`config.mk`:
```
export PLATFORM = sky130hd
export DESIGN_NAME = demux_4_stream
export DESIGN_NICKNAME = d
export VERILOG_FILES = /design/src/rtl/demux_4_stream.sv
export SDC_FILE = /design/constraint.sdc
export NUM_CORES = 1
export LEC_CHECK = 0
export ABC_AREA = 1
export ABC_CLOCK_PERIOD_IN_PS = 3250
export CAP_MARGIN = 15
export CORE_UTILIZATION = 30
export CTS_CLUSTER_SIZE = 40
export DETAILED_ROUTE_END_ITERATION = 10
export SYNTH_ARGS = -nofsm -noshare
export SYNTH_HDL_FRONTEND = slang
export SYNTH_SLANG_ARGS = --single-unit
```
`constraint.sdc`:
```
create_clock -name clk -period 3.25 [get_ports clk]
set_clock_uncertainty 0.05 [all_clocks]
set_input_delay 0.65 -clock clk [delete_from_list [all_inputs] [get_ports clk]]
set_output_delay 0.65 -clock clk [all_outputs]
set_load 0.05 [all_outputs]
```
`src/rtl/demux_4_stream.sv`:
```
// Stream 1-to-4 demultiplexer: i_data is steered by i_sel into one of four
// 2-entry FIFOs, each with its own valid/ready sink port and pop counter.
module demux_4_stream #(
    parameter int W     = 4,
    parameter int CNT_W = 8
) (
    input  logic             clk,
    input  logic             rst_n,
    input  logic [W-1:0]     i_data,
    input  logic [1:0]       i_sel,
    input  logic             i_valid,
    output logic             o_ready,
    output logic [W-1:0]     o_data0,
    output logic [W-1:0]     o_data1,
    output logic [W-1:0]     o_data2,
    output logic [W-1:0]     o_data3,
    output logic [3:0]       o_valid,
    input  logic [3:0]       i_ready,
    output logic [CNT_W-1:0] o_count0,
    output logic [CNT_W-1:0] o_count1,
    output logic [CNT_W-1:0] o_count2,
    output logic [CNT_W-1:0] o_count3
);

    typedef enum logic [1:0] {
        EMPTY = 2'd0,
        ONE   = 2'd1,
        FULL  = 2'd2
    } occ_t;

    occ_t             occ   [4];
    logic [W-1:0]     head  [4];
    logic [W-1:0]     tail  [4];
    logic [CNT_W-1:0] count [4];
    logic [3:0]       push;
    logic [3:0]       pop;
    logic [3:0]       valid;

    // Readiness depends only on the addressed channel's registered occupancy.
    assign o_ready = rst_n && (occ[i_sel] != FULL);

    always_comb begin
        valid = '0;
        pop   = '0;
        push  = '0;
        for (int unsigned k = 0; k < 4; k++) begin
            valid[k] = (occ[k] != EMPTY);
            pop[k]   = valid[k] && i_ready[k];
            push[k]  = i_valid && o_ready && (i_sel == 2'(k));
        end
    end

    always_ff @(posedge clk) begin
        if (!rst_n) begin
            for (int unsigned k = 0; k < 4; k++) begin
                occ[k]   <= EMPTY;
                head[k]  <= '0;
                tail[k]  <= '0;
                count[k] <= '0;
            end
        end else begin
            for (int unsigned k = 0; k < 4; k++) begin
                if (pop[k])
                    count[k] <= count[k] + CNT_W'(1);
                unique case (occ[k])
                    EMPTY: begin
                        if (push[k]) begin
                            head[k] <= i_data;
                            occ[k]  <= ONE;
                        end
                    end
                    ONE: begin
                        // Push with pop: the old head leaves, the new entry takes its place.
                        if (push[k] && pop[k]) begin
                            head[k] <= i_data;
                        end else if (push[k]) begin
                            tail[k] <= i_data;
                            occ[k]  <= FULL;
                        end else if (pop[k]) begin
                            occ[k]  <= EMPTY;
                        end
                    end
                    FULL: begin
                        if (pop[k]) begin
                            head[k] <= tail[k];
                            occ[k]  <= ONE;
                        end
                    end
                    default: occ[k] <= EMPTY;
                endcase
            end
        end
    end

    assign o_valid  = valid;
    assign o_data0  = valid[0] ? head[0] : '0;
    assign o_data1  = valid[1] ? head[1] : '0;
    assign o_data2  = valid[2] ? head[2] : '0;
    assign o_data3  = valid[3] ? head[3] : '0;
    assign o_count0 = count[0];
    assign o_count1 = count[1];
    assign o_count2 = count[2];
    assign o_count3 = count[3];

endmodule

```
# Word level (Yosys, flattened, before mapping)
# Memories as Yosys holds them, arrays and structs flattened.
# Cells that the tools add are included.
# word_totals
regBits,0
ramBits,72
inputBits,13
out_inout_bits,53
word_cells,236
mem_count,4
# op_classes
addsub,4
n_eq_ne,12
n_mux,149
bitwise,40
reduce_logical,27
# memory_table
name,depth,width,read_ports,rd_clocked_by_memory_dff,write_ports,line_no,rtl
count,4,8,4,0,4,34,logic [CNT_W-1:0] count [4];
head,4,4,4,0,4,32,logic [W-1:0] head [4];
tail,4,4,4,0,4,33,logic [W-1:0] tail [4];
occ,4,2,5,0,4,31,occ_t occ [4];
# op_table
op,n
two-way mux 1 bit,105
two-way mux 4 bit,20
two-way mux 2 bit,20
bitwise OR 1 bit,40
"adder 8 x 1 -> 8 bit, second input constant",4
two-way mux 8 bit,4
logical AND 1 bit,14
"equality test 2 bit, second input constant",6
OR reduction 3 bit,4
"equality test 2 x 1 -> 1 bit, second input constant",5
zero test 2 bit,5
nonzero test 2 bit,4
"!= test 2 bit, second input constant",1

# Logic depth before layout (Yosys ltp)
# An unclocked memory read counts as a cell.
# logic_depth
depth_word,14
depth_mapped,11
depth_no_buf,10

# Worst setup path before layout
# No wires, ideal clock.
# synth_timing
kind,input -> output
from,input i_sel[0]
to,output o_ready
t_arrival_ns,1.864
required_time_ns,2.550
path_slack_ns,0.686
stages,7
path_buffers,1
cell_sequence,buf_4 inv_2 nand2_1 nand2_1 nand2_1 nand2_1 a21oi_1
# synth_between
elab_chain_cells,3
# synth_lines
item,line_no,rtl
from (decl),10,"input logic [1:0] i_sel,"
memory read (4 x 2 bit),-,
!= test 2 bit,40,assign o_ready = rst_n && (occ[i_sel] != FULL);
logical AND 1 bit,40,
to (decl),12,"output logic o_ready,"
# No other way between the ends.

# Worst setup path in the final report
# Ends and elaborated chain as after synthesis.

==> impl_metrics.yaml <==
status:
  run_status: "finished clean"
pwr:
  leakage_nw: 2.13
  cellPowerDensity_nw_per_um2: 511
  total_power_mw: 2.59
  ir_drop_mv: 0.230
layout:
  final_nets: 525
  fillers: 1285
  area_delta_synth_final_pct: 28.6
  antenna_cells: 0
  drive_above_1_share_pct: 10.3
  fin_cells: 685
floorplan:
  design.die.area_sq_um: 13600
  die_w_um: 117
  initial_core_util_pct: 31.0
  io_pins: 66
  coreArea_sq_um: 12700
  die_y_um: 117
  num_rows: 41
timing:
  worstMarginPinSlew_ps: 522
  rsz0062_at_grt: "false"
  worst_slack_ps: 393
  tns_ps: 0
  setup_viol: 0
  slew_violations: 0
  finalHoldViolCount: 0
  fin_hold_ws_ps: 483
  max_freq_mhz: 350
  layout_min_cycle_time_ps: 2860
  slew_headroom_pct: 65.1
  period_share_pct: 87.9
clock_network:
  postCtsHoldBufs: 0
  numCtsBuffers: 9
  path_clk_slew_ps: 60
  root_buffer: "clkbuf_16"
  cts_resized: 0
  clock_latency_ps: 330
  htreeDepth: 3
  post-cts-setup-buffers: 0
  clock_sinks: 72
  cts_tree: "done"
  clockBufferDepth: 2
detailed_routing:
  routed_via_density: 4.53
  first_pass_iters: 4
  drt-total-wl_um: 8660
  ant_nets: 0
  drt-initial-drc-count: 193
  drc: 0
  wire_per_inst_um: 12.6
  vias: 3103
synth:
  synth.area.top_cells: "edfxtp_1, inv_1, nor2_1"
  synthArstFlopShare_pct: 0
  synth-edff-count: 72
  syn_nets: 454
  yosys_warnings: 0
  netlist.area_leader.share_pct: 54.9
  syn_avg_cell_area_sq_um: 9.02
  seq_area_frac_synth_pct: 54.9
  synthFlopType: "edfxtp_1"
  synth_common_cells: "inv_1, edfxtp_1, nor2_1, nand2_1, a21oi_1"
  syn_inst: 437
  synth.distinct_cells: 34
  ys_seq_elements: 72
  yosysTopAreaCell: "edfxtp_1"
  syn-cell-area_sq_um: 3940
  synth_most_common_cell: "inv_1"
critical_path:
  rr_worst_depth: 8
  cp_cell_sequence: "clkdlybuf4s50_1 > inv_2 > nand2_1 > nand2_1 > nand2_1 > nand2_1 > a21oi_1 > buf_12"
  critPathMaxStageDelay_ps: 670
  critPathTopFamily: "buffers and inverters"
  critPathArrivalTime_ps: 2160
  criticalPathCategory: "input port to output port"
  crit_path_frequent_cell: "nand2_1"
  cp_num_cells: 8
  path_buf_inv: 3
  start_kind: "input port"
  end_kind: "output port"
  critPathSlowestCell: "clkdlybuf4s50_1"
  cp_max_fo: 8
  required_ps: 2550
place:
  post-place-ws_ps: 390
  dp.cells: 669
  place_congestion: 0.780
  dp_hpwl_um: 6420
  port_buffers: 65
global_route:
  grt_antenna_before_repair: 0
  grt_overflow: 0
  grt_pass1_vias: 3006
  grt_usage_pct: 13.7
  grt_max_degree: 19
  grt_first_pass_wirelength_um: 14100
min_path:
  holdPathStages: 2
  hold_class: "flop to flop"
run:
  maxCapViolCount: 0
==> final timing paths <==
check                           startpoint    endpoint  slack (ps)
worst max-delay path              i_sel[0]     o_ready         390
worst min-delay path            tail[3][1]  head[3][1]         480
worst max register to register   occ[3][0]   occ[3][1]        1250
worst min register to register  tail[3][1]  head[3][1]         480
==> area by class of cell <==
class	count	area (sq um)	area share, %
clock buffers	9	225	4.44
clock inverters	7	62.6	1.23
inverters	87	327	6.44
multi-input cells	272	1410	27.8
flip-flops and latches	72	2160	42.6
well taps	172	215	4.24
repair buffers	66	668	13.2
==> worst min-delay path: stages, from the launching register on <==
cell and delay (ps):
edfxtp_1 320, nand2_1 50, nand2_1 60
==> logic make-up after synthesis <==
kind of cell,share of synthesized area [%]
buffers and inverters,9.36
adders and majority gates,1.27
xor gates and xnor gates,0.889
AOI/OAI and AO/OA,9.36
muxes,1.02
DFF,54.9
and+or+nand+nor,23.2
==> stage by stage <==
stage	cell area (sq um)	utilization [%]
floorplan	3940	-
global placement	4780	37.6
detailed placement	4780	37.6
CTS	5070	39.9
global route	5070	39.9
finish	5070	39.9
==> routing by layer <==
layer / vias up / GRT usage, % / wire length [um]
met5: - / 0 / 0
met4: 0 / 7.17 / 147
met3: 11 / 2.18 / 298
met2: 56 / 22.2 / 4250
met1: 1456 / 17.6 / 3970
li1: 1580 / - / -
==> cell usage in the layout, fill, tap and decap left out, types with 6 or more instances in the layout <==
cell type        Yosys  layout
nand4_1              6       6
nand3_1             16      16
clkbuf_16            0       9
o21ai_2              6       6
a21oi_1             32      32
nor2_1              71      71
edfxtp_1            72      72
o21ai_0             14      14
nand2_1             70      70
clkdlybuf4s50_1      0      64
inv_2                6       6
inv_1               81      81
==> flip-flops by register name (all words and copies together), names as in the netlist <==
name and count:
count 32, occ 8, tail 16, head 16
==> where the power goes <==
group          switching (mW)  internal [mW]  leakage (nW)
Combinational           0.346          0.149          1.23
Sequential             0.0451           1.09         0.758
Clock                   0.372          0.587         0.146
Total                   0.763           1.83          2.13
No activity file was read; power rests on OpenSTA's default activity.
